`config.mk`:
```
export PLATFORM = sky130hd
export DESIGN_NAME = axi_read_sched
export DESIGN_NICKNAME = d
export VERILOG_FILES = /design/src/rtl/axi_read_sched.sv
export SDC_FILE = /design/constraint.sdc
export NUM_CORES = 1
export LEC_CHECK = 0
export ABC_AREA = 1
export CELL_PAD_IN_SITES_DETAIL_PLACEMENT = 1
export CELL_PAD_IN_SITES_GLOBAL_PLACEMENT = 1
export CORE_MARGIN = 2
export CORE_UTILIZATION = 26
export DETAILED_ROUTE_END_ITERATION = 10
export DONT_BUFFER_PORTS = 1
export PLACE_DENSITY = 0.48
export SLEW_MARGIN = 20
export SYNTH_ARGS = -nofsm -noshare
export SYNTH_HDL_FRONTEND = slang
export SYNTH_SLANG_ARGS = --single-unit
```
`constraint.sdc`:
```
create_clock -name clk -period 2.14 [get_ports clk]
set_input_delay 0.428 -clock clk [delete_from_list [all_inputs] [get_ports clk]]
set_output_delay 0.428 -clock clk [all_outputs]
set_load 0.03 [all_outputs]
```
`src/rtl/axi_read_sched.sv`:
```
// AXI read-address scheduler: round-robin arbitration between two masters,
// address decode to three slaves, single outstanding read with R-beat tracking.
module axi_read_sched #(
  parameter  int ID_BITS   = 4,
  parameter  int ADDR_BITS = 32,
  parameter  int LEN_BITS  = 4,
  parameter  int SIZE_BITS = 3,
  localparam int PKT       = ID_BITS + ADDR_BITS + LEN_BITS + SIZE_BITS + 2
) (
  input  logic           clk,
  input  logic           rst,
  input  logic [PKT-1:0] M0_ARPkt,
  input  logic           M0_ARValid,
  output logic           M0_ARReady,
  input  logic [PKT-1:0] M1_ARPkt,
  input  logic           M1_ARValid,
  output logic           M1_ARReady,
  output logic [PKT-1:0] O_ARPkt,
  output logic           S0_ARValid,
  output logic           S1_ARValid,
  output logic           DS_ARValid,
  input  logic           S0_ARReady,
  input  logic           S1_ARReady,
  input  logic           DS_ARReady,
  input  logic           R_Hs,
  input  logic           R_Last,
  output logic           R_SelM,
  output logic [1:0]     R_SelS,
  output logic           Busy,
  output logic           Err_Len
);

  typedef enum logic [1:0] {
    ST_IDLE = 2'd0,
    ST_ADDR = 2'd1,
    ST_DATA = 2'd2
  } state_e;

  localparam logic [ADDR_BITS-1:0] S1_BASE = ADDR_BITS'(32'h0001_0000);
  localparam logic [ADDR_BITS-1:0] DS_BASE = ADDR_BITS'(32'h0002_0000);
  localparam int ADDR_LSB = LEN_BITS + SIZE_BITS + 2;
  localparam int LEN_LSB  = SIZE_BITS + 2;

  state_e              state_q;
  logic [PKT-1:0]      pkt_q;
  logic [2:0]          svalid_q;   // {DS, S1, S0}
  logic                selm_q;
  logic [1:0]          sels_q;
  logic                last_q;     // 1: M1 was granted last
  logic [LEN_BITS:0]   cnt_q;
  logic                err_q;

  logic                grant_m0;
  logic                grant_m1;
  logic                accept;
  logic [PKT-1:0]      win_pkt;
  logic [ADDR_BITS-1:0] win_addr;
  logic [1:0]          slv_d;
  logic                sel_ready;
  logic [LEN_BITS:0]   len_ext;

  // Round-robin grant and combinational accept; ready is suppressed while in reset.
  always_comb begin
    grant_m0   = M0_ARValid & (~M1_ARValid | last_q);
    grant_m1   = M1_ARValid & (~M0_ARValid | ~last_q);
    M0_ARReady = rst & (state_q == ST_IDLE) & grant_m0;
    M1_ARReady = rst & (state_q == ST_IDLE) & grant_m1;
    accept     = M0_ARReady | M1_ARReady;
    win_pkt    = grant_m1 ? M1_ARPkt : M0_ARPkt;
  end

  // Address decode of the winning request, registered alongside the payload.
  always_comb begin
    win_addr = win_pkt[ADDR_LSB +: ADDR_BITS];
    if (win_addr < S1_BASE) begin
      slv_d = 2'd0;
    end else if (win_addr < DS_BASE) begin
      slv_d = 2'd1;
    end else begin
      slv_d = 2'd2;
    end
  end

  // Ready of the selected slave only, and the latched burst length.
  always_comb begin
    case (sels_q)
      2'd0:    sel_ready = S0_ARReady;
      2'd1:    sel_ready = S1_ARReady;
      default: sel_ready = DS_ARReady;
    endcase
    len_ext = {1'b0, pkt_q[LEN_LSB +: LEN_BITS]};
  end

  // Transaction FSM: accept, hold address valid until slave ready, count R beats.
  always_ff @(posedge clk or negedge rst) begin
    if (!rst) begin
      state_q  <= ST_IDLE;
      pkt_q    <= '0;
      svalid_q <= '0;
      selm_q   <= 1'b0;
      sels_q   <= '0;
      last_q   <= 1'b1;
      cnt_q    <= '0;
      err_q    <= 1'b0;
    end else begin
      case (state_q)
        ST_IDLE: begin
          if (accept) begin
            pkt_q    <= win_pkt;
            selm_q   <= grant_m1;
            last_q   <= grant_m1;
            sels_q   <= slv_d;
            svalid_q <= 3'b001 << slv_d;
            cnt_q    <= '0;
            state_q  <= ST_ADDR;
          end
        end
        ST_ADDR: begin
          if (sel_ready) begin
            svalid_q <= '0;
            state_q  <= ST_DATA;
          end
        end
        ST_DATA: begin
          if (R_Hs) begin
            if (R_Last) begin
              if (cnt_q != len_ext) begin
                err_q <= 1'b1;
              end
              cnt_q   <= '0;
              state_q <= ST_IDLE;
            end else begin
              // Reaching LEN+1 beats without RLAST flags the error but keeps waiting.
              if (cnt_q == len_ext) begin
                err_q <= 1'b1;
              end
              cnt_q <= cnt_q + 1'b1;
            end
          end
        end
        default: state_q <= ST_IDLE;
      endcase
    end
  end

  assign O_ARPkt    = pkt_q;
  assign S0_ARValid = svalid_q[0];
  assign S1_ARValid = svalid_q[1];
  assign DS_ARValid = svalid_q[2];
  assign R_SelM     = selm_q;
  assign R_SelS     = sels_q;
  assign Busy       = (state_q != ST_IDLE);
  assign Err_Len    = err_q;

endmodule

```
==> impl_metrics.toml <==
[outcome]
outcome = "complete, no violations"

[route]
drt-pass1-iter-count = 4
ant_nets = 0
wl_per_cell_um = 17.7
routed_wl_um = 9610
drc_errors = 0
drtIter0Drc = 79
viasPerCell = 5.01
vias = 2720

[clocking]
cts_max_path_buffers = 2
cts_buffers = 9
clkLatencyLatePin_ps = 330
cts_htree_levels = 3
root_buffer = "clkbuf_16"
path_clk_slew_ps = 50
cts_tree = "yes"
clkSinkCount = 60
post_cts_buffers = 0

[timing]
hold_viol = 0
relSlewSlack = 0.586
maxSlewViolCount = 0
fin_crit_sh = 0.917
period_needed_ps = 1960
setup_viol = 0
tightest_slew_ps = 619
skew_ps = 4.10
fmax_ghz = 0.509
fin_setup_tns_ps = 0
rsz0062_at_grt = "no"

[power]
vdd_drop_max_mv = 0.453
p_total_w = 0.00568
p_leak_nw = 1.64
p_per_area_mw_per_mm2 = 1610

[critical_path]
crit_arrival_ps = 1530
start_kind = "register"
cp_data_required_time_ps = 1710
end_kind = "primary output"
crit_path_max_fanout = 5
crit_type = "register to primary output"

[floorplanning]
coreArea_mm2 = 0.0116
die_h_um = 114
rows = 39
die_area_mm2 = 0.0129
die_w_um = 114
initial_core_util = 0.270
ios = 154

[logic_synthesis]
synth_fp_nets = 502
synthDistinctLibCells = 25
ys.warnings.count = 0
syn_area_mm2 = 0.00312
synth_seq_cells = 60
ys_seq_area_frac = 0.482
avgSynthCellArea_um2 = 7.76
syn_inst = 402

[placed_design]
port_buffers = 0
place_congestion = 0.684
dp_hpwl_um = 6700

[global_route]
grt_pass1_wl_um = 15600
grt_overflow = 0
antenna_found_initial = 0
grt_max_degree = 67
grtUsageTotal = 0.157
grt_pass1_vias = 2920

[job]
maxCapViolCount = 0

[cells_and_area]
area_growth_pct = 13.0
final_nets = 495
n_antenna_cell = 0
drive_gt1_frac = 0.0625

[min_path]
hp-class = "input port to register"
[worst max-delay path: stages (launching register included)]
cell and delay [ps]:
dfrtp_1 370, inv_1 120, nand3_1 180, nor2_1 530
[flip-flops by register name, summed over array words and instances, names as in the netlist]
| name | cells |
|---|---|
| Err_Len | 1 |
| O_ARPkt | 45 |
| R_SelM | 1 |
| R_SelS | 2 |
| cnt_q | 5 |
| last_q | 1 |
| state_q | 2 |
| svalid_q | 3 |
[final timing paths]
kind                            slack [ps]  cells after the start          end        from
worst max register to register         300                      9  svalid_q[2]      last_q
worst min-delay path                   250                      2      Err_Len        R_Hs
worst min register to register         530                      2       last_q      last_q
max in group asynchronous             1230                      2  O_ARPkt[35]         rst
worst max-delay path                   180                      3   M1_ARReady  state_q[0]
min in group asynchronous              610                      2       R_SelM         rst
[synthesized netlist by cell type]
cell,count,area (µm²)
xor2_1,1,8.76
a21oi_1,4,20.0
ha_1,1,12.5
dfstp_2,1,26.3
or2_2,1,6.26
o21ai_0,24,120
o21ai_2,1,8.76
nor2_1,44,165
a31oi_1,31,194
nand2_4,2,22.5
nor3_1,1,5.00
buf_4,4,30.0
nand2_1,112,420
inv_1,32,120
a21oi_2,1,8.76
nand4_1,3,18.8
dfrtp_1,59,1480
buf_6,4,45.0
nand3b_1,14,105
inv_2,1,3.75
buf_2,10,50.1
clkbuf_1,6,22.5
o211ai_1,1,7.51
o21ai_1,1,5.00
nand3_1,43,215
[per-stage QoR]
step / std cells / worst slack, ps / hold slack (ps) / cell area (µm²) / utilization
global placement: 525 / 200 / 135 / 3200 / 0.277
floorplan: 402 / 264 / 132 / 3120 / -
CTS: 543 / 137 / 225 / 3520 / 0.304
global route: 543 / 2.59 / 233 / 3520 / 0.305
detailed placement: 525 / 163 / 135 / 3200 / 0.277
finish: 543 / 177 / 247 / 3520 / 0.305
[routing by layer]
metal  routed length [µm]  global-route usage
met1                 4090               0.187
met2                 4560               0.260
met3                  800              0.0579
met4                  158              0.0610
met5                    0                   0
[cells in the final DEF (no fill, tap or decap), types with 4 or more instances in the layout]
cell         n
a21oi_1      4
a31oi_1     31
clkbuf_16    9
dfrtp_1     59
inv_1       32
nand2_1    112
nand3_1     43
nand3b_1    14
nor2_1      44
o21ai_0     24
[kinds of logic (layout without fill, tap and decap cells)]
group / count (synthesis) / after routing / synth area share
simple gates: 220 / 220 / 0.307
buf+inv: 57 / 55 / 0.0871
flops: 60 / 60 / 0.482
xor+xnor: 1 / 1 / 0.00281
fa+ha+maj: 1 / 1 / 0.00401
compound gates: 63 / 63 / 0.117
[timing repair]
item,4_1_cts,5_1_grt
endpoints found under the setup margin,0,2
resized for setup,0,2
endpoints found under the hold margin,60,0
hold buffers,2,0
[power by group]
group / internal [W] / leakage (nW) / switching (W)
sequential: 0.00162 / 0.709 / 0.00131
combinational: 0.000472 / 0.795 / 0.000893
clock: 0.000878 / 0.140 / 0.000504
[layout make-up]
class	instances	area [µm²]
Inverter	33	126
Tap cell	143	179
Timing Repair Buffer	6	80.1
Clock buffer	15	278
Multi-Input combinational cell	285	1350
Clock inverter	1	5.00
Sequential cell	60	1500
Fill cell	1416	8040
Note: power is estimated with default switching activity, not from simulation.
